--- src/rtl/pulse_sequencer.sv ---
// Pulse sequencer: issues start/stop calculation strobes for a programmed train of pulses.
// Latency: the start strobe follows an accepted START by one cycle; strobes, ERR and BUSY are registered.
// Backpressure: READY=0 at a period end stalls in WAIT_READY (sets OVERRUN); FLUSH holds until READY=1.
// Optional feature macro: CONTINUOUS_MODE_EN (NUM_PULSES=0 runs an endless train until ABORT).
module pulse_sequencer #(
  parameter int CNT_WIDTH = 16,
  parameter int NUM_WIDTH = 8
) (
  input  logic                 CLK,
  input  logic                 RESET,
  input  logic                 START,
  input  logic                 ABORT,
  input  logic [CNT_WIDTH-1:0] PULSE_LEN,
  input  logic [CNT_WIDTH-1:0] PERIOD_LEN,
  input  logic [NUM_WIDTH-1:0] NUM_PULSES,
  input  logic                 READY,
  output logic                 SIGN_START_CALC,
  output logic                 SIGN_STOP_CALC,
  output logic                 BUSY,
  output logic                 DONE,
  output logic                 ERR,
  output logic                 OVERRUN,
  output logic [NUM_WIDTH-1:0] PULSE_IDX
);

  typedef enum logic [1:0] {S_IDLE, S_RUN, S_WAIT_READY, S_FLUSH} state_t;

  localparam logic [CNT_WIDTH-1:0] CNT_ONE = 1;
  localparam logic [NUM_WIDTH-1:0] NUM_ONE = 1;

  state_t               r_state, w_state;
  logic [CNT_WIDTH-1:0] r_cnt, w_cnt;
  logic [CNT_WIDTH-1:0] r_len, w_len;
  logic [CNT_WIDTH-1:0] r_per, w_per;
  logic [NUM_WIDTH-1:0] r_num, w_num;
  logic [NUM_WIDTH-1:0] r_idx, w_idx;
  logic                 r_ovr, w_ovr;
  // r_abrt marks the one cycle in which an abort-generated stop strobe is being emitted
  logic                 r_abrt, w_abrt;
  logic                 r_start, w_start;
  logic                 r_stop, w_stop;
  logic                 r_err, w_err;
  logic                 r_rej_done, w_rej_done;
  logic                 w_illegal;
  logic                 w_last;
  logic                 w_abort_stop;

  // Launch legality and last-pulse detection
  always_comb begin
`ifdef CONTINUOUS_MODE_EN
    w_illegal = (PULSE_LEN == '0) || (PERIOD_LEN <= PULSE_LEN);
    w_last    = (r_num != '0) && (r_idx == r_num - NUM_ONE);
`else
    w_illegal = (PULSE_LEN == '0) || (NUM_PULSES == '0) || (PERIOD_LEN <= PULSE_LEN);
    w_last    = (r_idx == r_num - NUM_ONE);
`endif
  end

  // Next-state, counter and strobe decode
  always_comb begin
    w_state      = r_state;
    w_cnt        = r_cnt;
    w_len        = r_len;
    w_per        = r_per;
    w_num        = r_num;
    w_idx        = r_idx;
    w_ovr        = r_ovr;
    w_abrt       = 1'b0;
    w_err        = 1'b0;
    w_rej_done   = 1'b0;
    w_abort_stop = 1'b0;
    case (r_state)
      S_IDLE: begin
        if (START && READY) begin
          if (w_illegal) begin
            w_err      = 1'b1;
            w_rej_done = 1'b1;
          end else begin
            w_len   = PULSE_LEN;
            w_per   = PERIOD_LEN;
            w_num   = NUM_PULSES;
            w_cnt   = '0;
            w_idx   = '0;
            w_ovr   = 1'b0;
            w_state = S_RUN;
          end
        end
      end
      S_RUN: begin
        if (r_abrt) begin
          // abort stop strobe is out this cycle; drain next
          w_state = S_FLUSH;
        end else if (ABORT) begin
          if (r_cnt < r_len) begin
            w_abort_stop = 1'b1;
            w_abrt       = 1'b1;
            w_cnt        = r_cnt + CNT_ONE;
          end else begin
            w_state = S_FLUSH;
          end
        end else if (r_cnt == r_per - CNT_ONE) begin
          if (w_last) begin
            w_state = S_FLUSH;
          end else if (READY) begin
            w_cnt = '0;
            w_idx = r_idx + NUM_ONE;
          end else begin
            w_ovr   = 1'b1;
            w_state = S_WAIT_READY;
          end
        end else begin
          w_cnt = r_cnt + CNT_ONE;
        end
      end
      S_WAIT_READY: begin
        if (ABORT) begin
          w_state = S_FLUSH;
        end else if (READY) begin
          w_cnt   = '0;
          w_idx   = r_idx + NUM_ONE;
          w_state = S_RUN;
        end
      end
      S_FLUSH: begin
        if (READY) begin
          w_state = S_IDLE;
        end
      end
      default: w_state = S_IDLE;
    endcase
    // strobes are registered: decode them from the state/count of the coming cycle
    w_start = (w_state == S_RUN) && (w_cnt == '0);
    w_stop  = w_abort_stop || ((w_state == S_RUN) && (w_cnt == w_len));
  end

  // State and datapath registers with synchronous active-low reset
  always_ff @(posedge CLK) begin
    if (!RESET) begin
      r_state    <= S_IDLE;
      r_cnt      <= '0;
      r_len      <= '0;
      r_per      <= '0;
      r_num      <= '0;
      r_idx      <= '0;
      r_ovr      <= 1'b0;
      r_abrt     <= 1'b0;
      r_start    <= 1'b0;
      r_stop     <= 1'b0;
      r_err      <= 1'b0;
      r_rej_done <= 1'b0;
    end else begin
      r_state    <= w_state;
      r_cnt      <= w_cnt;
      r_len      <= w_len;
      r_per      <= w_per;
      r_num      <= w_num;
      r_idx      <= w_idx;
      r_ovr      <= w_ovr;
      r_abrt     <= w_abrt;
      r_start    <= w_start;
      r_stop     <= w_stop;
      r_err      <= w_err;
      r_rej_done <= w_rej_done;
    end
  end

  assign SIGN_START_CALC = r_start;
  assign SIGN_STOP_CALC  = r_stop;
  assign BUSY            = (r_state != S_IDLE);
  // end of train is flagged in the FLUSH cycle that sees READY, or the cycle after a rejected launch
  assign DONE            = r_rej_done || ((r_state == S_FLUSH) && READY);
  assign ERR             = r_err;
  assign OVERRUN         = r_ovr;
  assign PULSE_IDX       = r_idx;

endmodule

--- config.mk ---
export PLATFORM = sky130hd
export DESIGN_NAME = pulse_sequencer
export DESIGN_NICKNAME = d
export VERILOG_FILES = /design/src/rtl/pulse_sequencer.sv
export SDC_FILE = /design/constraint.sdc
export NUM_CORES = 1
export LEC_CHECK = 0
export ABC_AREA = 1
export BUFFER_PORTS_ARGS = -buffer_cell sky130_fd_sc_hd__clkbuf_2
export CELL_PAD_IN_SITES_DETAIL_PLACEMENT = 1
export CELL_PAD_IN_SITES_GLOBAL_PLACEMENT = 1
export CORE_ASPECT_RATIO = 1.25
export CORE_MARGIN = 5
export CORE_UTILIZATION = 45
export DETAILED_ROUTE_END_ITERATION = 6
export PLACE_DENSITY_LB_ADDON = 0.1
export SLEW_MARGIN = 25
export SYNTH_ARGS = -nofsm -noshare
export SYNTH_HDL_FRONTEND = slang
export SYNTH_SLANG_ARGS = --single-unit
--- constraint.sdc ---
create_clock -name CLK -period 6.71 [get_ports CLK]
set_clock_uncertainty 0.05 [all_clocks]
set_input_delay 0.671 -clock CLK [delete_from_list [all_inputs] [get_ports CLK]]
set_output_delay 0.671 -clock CLK [all_outputs]
set_load 0.005 [all_outputs]
==> results of run 1 <==
[worst max-delay path by stage]
| stage | start | endpoint | slack, ns | cells past startpoint |
|---|---|---|---|---|
| final | PULSE_LEN[15] | SIGN_STOP_CALC | 2.96 | 18 |
| after global routing | PULSE_LEN[15] | SIGN_STOP_CALC | 2.42 | 18 |
| after global placement | PULSE_LEN[15] | SIGN_STOP_CALC | 2.77 | 18 |
| after detailed placement | PULSE_LEN[15] | SIGN_STOP_CALC | 2.66 | 18 |
| after floorplan | PULSE_LEN[1] | SIGN_STOP_CALC | 3.88 | 19 |
| after CTS | PULSE_LEN[15] | SIGN_STOP_CALC | 2.93 | 18 |
[logic make-up after synthesis]
logic type / Yosys count
xor+xnor: 34
buf+inv: 147
flops: 71
simple gates: 511
fa+ha+maj: 39
compound gates: 137
[worst min-delay path: cells and delay by family (launching register included)]
kind            cells  cell delay (ns)
simple gates        1             0.06
flops               1             0.32
compound gates      1             0.06
[layer usage]
layer / share of wire / GRT usage
met1: 0.39 / 0.2854
met2: 0.53 / 0.5229
met3: 0.034 / 0.04720
met4: 0.043 / 0.1225
met5: 0 / 0
[power groups by stage]
stage                     clock network (mW)  logic (mW)  registers (mW)
after floorplan                            0       0.267           0.461
after global placement                     0       0.365           0.465
final                                  0.485       0.374           0.457
after detailed placement                   0       0.372           0.466
after global routing                   0.507       0.428           0.459
after CTS                              0.490       0.376           0.457
[registers in the layout, summed over array words and instances (netlist names)]
signal,cells
r_per,16
r_rej_done,1
r_abrt,1
r_state,2
r_len,16
r_num,8
SIGN_START_CALC,1
PULSE_IDX,8
SIGN_STOP_CALC,1
r_cnt,16
OVERRUN,1
[cells in the final DEF (no fill, tap or decap), types with 3 or more instances in the layout]
master	count
nand4_1	14
nor2_2	8
or2_2	3
nand3b_1	9
buf_4	3
inv_2	8
clkbuf_16	9
nand2_2	11
ha_1	39
inv_1	112
xor2_1	25
nor4_1	11
dfxtp_1	71
o21ai_1	5
clkbuf_2	58
nand2_1	282
nand3_1	58
o21ai_0	46
nor2_4	4
xnor2_1	9
nor2_1	102
o21bai_1	5
a21oi_1	70
[cell usage after synthesis, types with 5 or more instances]
cell type	n	area, um2
o21bai_1	5	37.54
o21ai_1	5	25.02
dfxtp_1	71	1421
o21ai_0	46	230.2
clkbuf_1	20	75.07
nand2_1	282	1059
nand4_1	14	87.58
nor4_1	11	68.82
a21oi_1	70	350.3
nand3_1	58	290.3
nor2_2	8	50.05
nor2_1	102	382.9
ha_1	39	488.0
inv_1	112	420.4
nand3b_1	9	67.56
xnor2_1	9	78.83
inv_2	8	30.03
xor2_1	25	219.0
nand2_2	11	68.82
[layout make-up]
| type | count | area share |
|---|---|---|
| clock buffers | 10 | 0.03716 |
| clock inverters | 5 | 0.009144 |
| inverters | 121 | 0.07062 |
| multi-input cells | 721 | 0.5807 |
| flip-flops and latches | 71 | 0.2210 |
| well taps | 168 | 0.03268 |
| repair buffers | 61 | 0.04864 |
[metrics by stage]
| step | hold WS, ns | setup WS [ns] | util | cell area, um2 |
|---|---|---|---|---|
| floorplan | 0.3979 | 3.884 | - | 5728 |
| global placement | 0.4160 | 2.767 | 0.4866 | 6133 |
| CTS | 0.4305 | 2.927 | 0.5102 | 6431 |
| detailed placement | 0.4211 | 2.657 | 0.4866 | 6133 |
| global route | 0.4402 | 2.417 | 0.5102 | 6431 |
| finish | 0.4315 | 2.958 | 0.5102 | 6431 |
==> results.tsv, run 1 <==
metric	value	unit
Synth cell types	39	
Die Height	136.1	um
RR Endpoint	SIGN_STOP_CALC	
Hold Path Cell Cnt	2	
most frequent CP cell	nand2_1	
Tcrit/Tclk final	0.5592	
max cap viols	0	
hpwl dp	16160	um
pins over their slew limit	0	
antenna diode count	0	
Starting Density	0.4544	
CTS Buffer Depth	2	
Avg Cell Area, Syn	6.100	um2
vias in the first global route	6375	
async set-reset flop share out of synthesis	0	
simple-gate share of the synthesized area	0.3862	
Comb pwr share	0.284	
required time worst endpoint	6.94	ns
Num CTS Buffers	9	
DR iter-0 viols	283	
DRC Markers	0	
#FFs+latches synth	71	
Main synth FF type	dfxtp_1	
Crit Path Class	input pin to register	
WL per Instance	17.22	um
P&R area growth vs syn	12.28	%
Hold EP	r_num[7]	
Post-Place Cells	1142	
Row Count	46	
CP arrival	3.98	ns
clock latency at the later pin of the worst-skew pair	0.34	ns
Final setup viols	0	
Sequential Power Share	0.347	
CTS tree	done	
Critical Path Start Type	input pin	
LEAKAGE	3.358	nW
relative slew slack	0.3792	
remaining global-route overflow	0	
first-pass GRT wire length	32420	um
CP Cell Sequence	clkbuf_2 -> inv_1 -> ha_1 -> nand2_1 -> nor2_1 -> nand4_1 -> o21bai_1 -> nand2_1 -> nand4_1 -> buf_4 -> o21ai_0 -> nand3b_1 -> nand2_1 -> nor2_1 -> nand2_1 -> nor2_1 -> nand3_1 -> nand2_1	
worst-margin pin slew	0.9227	ns
hold crit path type	register to register	
IR drop worst, VDD	0.1093	mV
Die Area	15100	um2
CP endpoint kind	register	
largest family of logic cells by synthesized area	simple AND/OR/NAND/NOR gates	
Final nets	1069	
Final ANT Viol Nets	0	
Net Sw Frac	0.3488	
fill cell count	1814	
Sw Pwr	0.4594	mW
Seq/Total Area, Yosys	0.2481	
Top delay family on crit path	simple AND/OR/NAND/NOR gates	
Hold Startpoint	r_num[7]	
Pwr per Cell Area	204.8	nW/um2
synth warn	0	
Slowest cell on crit path	nand4_1	
Core ar.	12600	um2
Non-Filler Instances	1157	
xor/xnor share of the synthesized area	0.05199	
R2R cell count	16	
PortBufs	58	
gpl congestion	0.9129	
Syn Inst Count	939	
CP max FO	47	
sum of negative setup slack	0	ns
CTS Root Cell	clkbuf_16	
Critical path buffers and inverters	3	
multi-input logic area	3735	um2
P_int	0.8575	mW
CTS Hold Bufs	0	
FF-to-FF Start	r_cnt[11]	
initial antenna violation count	0	
largest net degree at the start of global routing	49	
register area	1421	um2
Max Freq	266.5	MHz
mapped cell area	5728	um2
Clock transition at path regs	0.06	ns
post-CTS setup buffers	0	
Final Hold Fails	0	
Clk pwr share	0.369	
min Tclk post-route	3.752	ns
syn_nets	1023	
All-Layer GR Usage	0.2709	
H-tree depth	3	
Resized Gates After CTS	0	
drt first pass iters	4	
Synth Area in Compound Gates	0.1287	
Die W	110.9	um
mux contribution to synthesized area	0	
status	complete, no violations	
Top Ports	59	
clock sink count	71	
setup slack, reg-to-reg	3.26	ns
share of layout cells above drive strength 1	0.1183	
Adder-Cell Fraction of Synth Area	0.08519	
RSZ-0062 raised after global routing	no	
via count	6105	
Vias/cell	5.277	
Post-synth EDFFs	0	
DRT Wirelength	19920	um
Power Total	1.317	mW
critical path's largest stage delay	0.61	ns
Note: power is estimated with default switching activity, not from simulation.
==> inputs of run 2 (changes only) <==
--- a/config.mk
+++ b/config.mk
@@ -5,13 +5,13 @@
 export SDC_FILE = /design/constraint.sdc
 export NUM_CORES = 1
 export LEC_CHECK = 0
-export ABC_AREA = 1
+export ABC_AREA = 0
 export BUFFER_PORTS_ARGS = -buffer_cell sky130_fd_sc_hd__clkbuf_2
 export CELL_PAD_IN_SITES_DETAIL_PLACEMENT = 1
 export CELL_PAD_IN_SITES_GLOBAL_PLACEMENT = 1
 export CORE_ASPECT_RATIO = 1.25
 export CORE_MARGIN = 5
-export CORE_UTILIZATION = 45
+export CORE_UTILIZATION = 40
 export DETAILED_ROUTE_END_ITERATION = 6
 export PLACE_DENSITY_LB_ADDON = 0.1
 export SLEW_MARGIN = 25
==> constraint.sdc (replaced) <==
create_clock -name CLK -period 3.4 [get_ports CLK]
set_clock_uncertainty 0.05 [all_clocks]
set_input_delay 0.34 -clock CLK [delete_from_list [all_inputs] [get_ports CLK]]
set_output_delay 0.34 -clock CLK [all_outputs]
set_load 0.005 [all_outputs]
==> results.tsv, run 2 <==
metric	value	unit	change
worst hold slack	0.1801	ns	-0.2514 ns
dominant cells by area after synthesis	dfxtp_1, ha_1, nand2_1		
LEAKAGE	3.385	nW	+0.80%
RSZ-0062 raised after global routing	yes		
fill cell count	1710		-5.7%
Starting Density	0.4050		-0.04942
Pwr per Cell Area	466.0	nW/um2	+130%
Hold Startpoint	NUM_PULSES[1]		
Final setup viols	2		+2
remaining global-route overflow	0		unchanged
IR drop worst, VDD	0.2753	mV	+150%
CTS Root Cell	clkbuf_16		
hold crit path type	input pin to register		
CTS Buffer Depth	2		unchanged
setup slack, reg-to-reg	-0.13	ns	-3.39 ns
Syn Inst Count	734		-22%
All-Layer GR Usage	0.2858		+0.01496
initial antenna violation count	0		unchanged
mapped cell area	5570	um2	-2.8%
CP arrival	3.73	ns	-0.25 ns
pins over their slew limit	0		unchanged
share of layout cells above drive strength 1	0.3348		+0.2165
PortBufs	58		unchanged
CP endpoint kind	register		
Die W	115.6	um	+4.2%
worst-margin pin slew	0.8059	ns	-0.1169 ns
Crit Path Class	register to register		
sum of negative setup slack	-0.1577	ns	-0.1577 ns
clock sink count	71		unchanged
required time worst endpoint	3.60	ns	-3.34 ns
Synth top cells by count	nand2_1, dfxtp_1, nor2_1		
Seq/Total Area, Yosys	0.2552		+0.007023
commonest cells after routing, fill and taps aside	buf_4, nand2_1, dfxtp_1		
H-tree depth	3		unchanged
Row Count	48		+4.3%
min Tclk post-route	3.529	ns	
Synth cell types	80		+110%
design area	7762	um2	+21%
via count	6376		+4.4%
async set-reset flop share out of synthesis	0		unchanged
post-place setup slack	-0.4016	ns	-3.058 ns
status	finished, violations left		
antenna diode count	0		unchanged
Avg Cell Area, Syn	7.589	um2	+24%
Synth area leader	dfxtp_1		
largest net degree at the start of global routing	49		unchanged
syn_nets	818		-20%
CTS tree	done		
failing checks	negative setup slack		
Hold EP	r_num[1]		
Num CTS Buffers	9		unchanged
P_int	2.193	mW	+160%
DRT Wirelength	23580	um	+18%
DR iter-0 viols	347		+23%
clock latency at the later pin of the worst-skew pair	0.35	ns	about the same
Hold Path Cell Cnt	3		+1
Max Freq	283.4	MHz	
commonest non-fill, non-tap cell in the layout	buf_4		
Sw Pwr	1.424	mW	+210%
synth warn	0		unchanged
relative slew slack	0.4620		+0.08285
Main synth FF type	dfxtp_1		
Sequential Power Share	0.266		-0.081
#FFs+latches synth	71		unchanged
Final ANT Viol Nets	0		unchanged
DRC Markers	0		unchanged
Die Area	16400	um2	+8.6%
Critical Path Start Type	register		
top-count cell post-synth	nand2_1		
WL per Instance	21.48	um	+25%
Top Ports	59		unchanged
P&R area growth vs syn	39.35	%	
Final nets	1002		-6.3%
FF-to-FF Start	r_per[1]		
Post-Place Cell Area	6997	um2	+14%
R2R cell count	15		-1
Post-synth EDFFs	0		unchanged
Clock transition at path regs	0.06	ns	about the same
Core ar.	13750	um2	+9.1%
gpl congestion	0.9522		+4.3%
largest registers	r_cnt (16), r_len (16), r_per (16)		
Yosys top cell area share	0.2552		+0.007023
hpwl dp	18220	um	+13%
drt first pass iters	4		unchanged
max cap viols	0		unchanged
first-pass GRT wire length	36410	um	+12%
Worst Setup Slack, final	-0.1289	ns	-3.087 ns
vias in the first global route	6840		+7.3%
Die Height	141.9	um	+4.3%
Final Hold Fails	0		unchanged
CP max FO	7		-85%
Clk pwr share	0.254		-0.115
Comb pwr share	0.480		+0.196
Net Sw Frac	0.3937		+0.04489
Tcrit/Tclk final	1.038		
RR Endpoint	SIGN_START_CALC		
Vias/cell	5.807		+10%
==> run 2: per-layer routing <==
layer,global-route usage,vias up,part of all wire
met4,0.1279,0,0.037
met3,0.04041,50,0.039
met1,0.3292,3177,0.40
li1,-,2993,-
met5,0,-,0
met2,0.5177,156,0.52
==> run 2: area by class of cell <==
type	instances	area (um2)	share of cell area
clock buffers	10	239.0	0.03079
repair buffers	210	1455	0.1875
inverters	45	168.9	0.02176
flip-flops and latches	71	1426	0.1838
multi-input cells	581	4209	0.5422
well taps	175	219.0	0.02821
clock inverters	6	45.04	0.005803
==> run 2: power by group through the flow <==
| stage | sequential (mW) | combinational [mW] | clock [mW] |
|---|---|---|---|
| after global routing | 0.970 | 1.86 | 0.968 |
| after global placement | 0.972 | 1.40 | 0 |
| after detailed placement | 0.977 | 1.45 | 0 |
| after floorplan | 0.954 | 0.846 | 0 |
| final | 0.962 | 1.74 | 0.920 |
| after CTS | 0.960 | 1.61 | 0.928 |
==> run 2: how the worst max path moves through the flow <==
stage / from / end / slack [ns] / cells after the start
finish: r_per[1] / SIGN_START_CALC / -0.13 / 15
global route: r_per[1] / SIGN_START_CALC / -0.22 / 15
CTS: r_per[1] / SIGN_START_CALC / -0.06 / 15
detailed placement: PULSE_LEN[9] / SIGN_STOP_CALC / -0.40 / 15
global placement: PULSE_LEN[10] / SIGN_STOP_CALC / -0.26 / 15
floorplan: r_per[0] / SIGN_START_CALC / 0.002 / 16
==> run 2: cell families (layout without fill, tap and decap cells) <==
| group | Yosys count | count (layout) | share of synthesized area |
|---|---|---|---|
| mux | 21 | 21 | 0.03841 |
| flops | 71 | 71 | 0.2552 |
| xor+xnor | 44 | 44 | 0.06918 |
| compound gates | 158 | 159 | 0.1954 |
| buf+inv | 83 | 271 | 0.06244 |
| fa+ha+maj | 39 | 39 | 0.08760 |
| simple gates | 318 | 318 | 0.2918 |
==> run 2: metrics by stage <==
step	power [mW]	util	std cells
finish	3.617	0.5644	1098
global route	3.800	0.5644	1098
CTS	3.499	0.5479	1092
floorplan	1.801	-	734
detailed placement	2.424	0.5087	1071
global placement	2.373	0.5087	1071
==> run 2: critical path, stage by stage (launching register included) <==
cell	delay, ns
dfxtp_2	0.33
inv_2	0.07
ha_4	0.13
or4b_4	0.52
a211o_1	0.30
a21o_1	0.18
a32oi_2	0.19
nand4_1	0.15
buf_6	0.17
nand3_4	0.13
buf_4	0.16
a21oi_1	0.04
o21ai_0	0.40
buf_4	0.20
nand4bb_1	0.12
nor4_2	0.28
==> run 2: timing repair <==
action	4_1_cts	5_1_grt
cloned	1	0
buffers inserted	5	6
gates resized for setup	43	40
hold buffers	0	0
setup endpoints to repair	3	5
pin swaps	17	26
==> inputs of run 3 (changes only) <==
--- a/config.mk
+++ b/config.mk
@@ -5,13 +5,12 @@
 export SDC_FILE = /design/constraint.sdc
 export NUM_CORES = 1
 export LEC_CHECK = 0
-export ABC_AREA = 0
+export ABC_AREA = 1
 export BUFFER_PORTS_ARGS = -buffer_cell sky130_fd_sc_hd__clkbuf_2
 export CELL_PAD_IN_SITES_DETAIL_PLACEMENT = 1
 export CELL_PAD_IN_SITES_GLOBAL_PLACEMENT = 1
 export CORE_ASPECT_RATIO = 1.25
-export CORE_MARGIN = 5
-export CORE_UTILIZATION = 40
+export CORE_UTILIZATION = 38
 export DETAILED_ROUTE_END_ITERATION = 6
 export PLACE_DENSITY_LB_ADDON = 0.1
 export SLEW_MARGIN = 25
==> results.tsv, run 3 (same netlist as run 1, synthesis figures left out) <==
metric	value	unit	change
status	finished, violations left		
failing checks	design-rule violations		
Final setup viols	0		-2
worst-margin pin slew	0.6178	ns	-0.1881 ns
commonest cells after routing, fill and taps aside	nand2_1, inv_1, nor2_1		
CTS Hold Bufs	0		unchanged
Die W	111.8	um	-3.2%
gpl congestion	0.8895		-6.6%
Max Freq	332.2	MHz	+17%
largest registers	r_cnt (16), r_len (16), r_per (16)		
via count	6207		-2.7%
Starting Density	0.3942		-0.01081
Pwr per Cell Area	398.7	nW/um2	-14%
setup slack, reg-to-reg	0.39	ns	+0.52 ns
H-tree depth	3		unchanged
pins over their slew limit	0		unchanged
vias in the first global route	6299		-7.9%
Hold EP	r_per[6]		
DRC Markers	6		+6
initial antenna violation count	0		unchanged
hold crit path type	input pin to register		
All-Layer GR Usage	0.2757		-0.01017
FF-to-FF Start	r_per[4]		
share of layout cells above drive strength 1	0.1399		-0.1949
CP max FO	11		+4
Final nets	1094		+9.2%
WL per Instance	17.34	um	-19%
CTS tree	done		
Worst Setup Slack, final	0.3901	ns	+0.5190 ns
Hold Startpoint	PERIOD_LEN[6]		
DRT Wirelength	20680	um	-12%
drt first pass iters	6		+2
Die Area	15570	um2	-5.1%
Top Ports	59		unchanged
IR drop worst, VDD	0.2648	mV	-3.8%
Final ANT Viol Nets	0		unchanged
Post-Place Cells	1177		+9.9%
remaining global-route overflow	0		unchanged
max cap viols	0		unchanged
Tcrit/Tclk final	0.8853		-0.1526
Critical Path Start Type	register		
Num CTS Buffers	9		unchanged
Resized Gates After CTS	0		-100%
Crit Path Class	register to register		
Core ar.	14530	um2	+5.6%
post-place setup slack	0.3637	ns	+0.7653 ns
CTS Buffer Depth	2		unchanged
sum of negative setup slack	0	ns	+0.1577 ns
clock sink count	71		unchanged
CP arrival	3.24	ns	-0.49 ns
RSZ-0062 raised after global routing	no		
LEAKAGE	3.484	nW	+2.9%
Clock transition at path regs	0.06	ns	about the same
hpwl dp	17020	um	-6.6%
CTS Root Cell	clkbuf_16		
RR Endpoint	SIGN_START_CALC		
post-CTS setup buffers	0		-5
largest net degree at the start of global routing	45		-8.2%
R2R cell count	17		+2
required time worst endpoint	3.63	ns	+0.03 ns
Vias/cell	5.203		-10%
clock latency at the later pin of the worst-skew pair	0.35	ns	about the same
DR iter-0 viols	240		-31%
PortBufs	58		unchanged
Non-Filler Instances	1193		+8.7%
relative slew slack	0.5838		+0.1218
commonest non-fill, non-tap cell in the layout	nand2_1		
Final Hold Fails	0		unchanged
min Tclk post-route	3.010	ns	-0.5190 ns
Row Count	49		+2.1%
first-pass GRT wire length	32760	um	-10%
Die Height	139.3	um	-1.9%
CP endpoint kind	register		
Hold Path Cell Cnt	3		unchanged
antenna diode count	0		unchanged
P&R area growth vs syn	15.99	%	
==> run 3: area by class of cell <==
type,instances,area (um2)
Fill cell,2042,7886
Tap cell,178,222.7
Inverter,121,454.2
Clock inverter,5,58.81
Sequential cell,71,1421
Clock buffer,11,232.7
Timing Repair Buffer,86,513.0
Multi-Input combinational cell,721,3741
==> run 3: critical path, stage by stage, from the launching register on <==
cell and delay (ns):
dfxtp_1 0.36, nor2_1 0.19, nand2_2 0.11, nor2_4 0.17, nand2_1 0.08, xor2_1 0.22, nand2_1 0.08, nor2_1 0.20
nand3_1 0.15, nand2_2 0.10, nand2_2 0.16, inv_1 0.19, o21ai_0 0.10, nand2_1 0.07, nand2_1 0.10, nor4_1 0.33
nand3_1 0.13, nor2_1 0.14
==> run 3: power by group <==
part	internal, mW	total, mW	switching, mW
logic	0.269	0.782	0.513
clock network	0.569	0.967	0.398
registers	0.869	0.900	0.0307
==> run 3: routing by layer <==
| layer | track usage | vias to the layer above | part of all wire |
|---|---|---|---|
| li1 | - | 3144 | - |
| met1 | 0.2905 | 2928 | 0.40 |
| met2 | 0.5080 | 86 | 0.52 |
| met3 | 0.04747 | 49 | 0.034 |
| met4 | 0.1650 | 0 | 0.053 |
| met5 | 0 | - | 0 |
==> run 3: how the worst max path moves through the flow <==
| stage | start | end | slack [ns] | cells after the start |
|---|---|---|---|---|
| 3_3_place_gp | r_cnt[14] | SIGN_START_CALC | 0.38 | 17 |
| 5_1_grt | r_per[1] | SIGN_START_CALC | 0.03 | 24 |
| 3_5_place_dp | r_per[4] | SIGN_START_CALC | 0.36 | 17 |
| 6_report | r_per[4] | SIGN_START_CALC | 0.39 | 17 |
| 4_1_cts | r_per[4] | SIGN_START_CALC | 0.33 | 17 |
| 2_1_floorplan | PULSE_LEN[1] | SIGN_STOP_CALC | 0.91 | 19 |
==> run 3: metrics by stage <==
step	util	power [mW]	hold WS, ns	instance area (um2)
after floorplan	-	1.437	0.3979	5728
after global placement	0.4368	1.692	0.4193	6346
after detailed placement	0.4368	1.702	0.4299	6346
after CTS	0.4568	2.675	0.1832	6638
after global routing	0.4572	2.803	0.2072	6644
final	0.4572	2.649	0.1870	6644
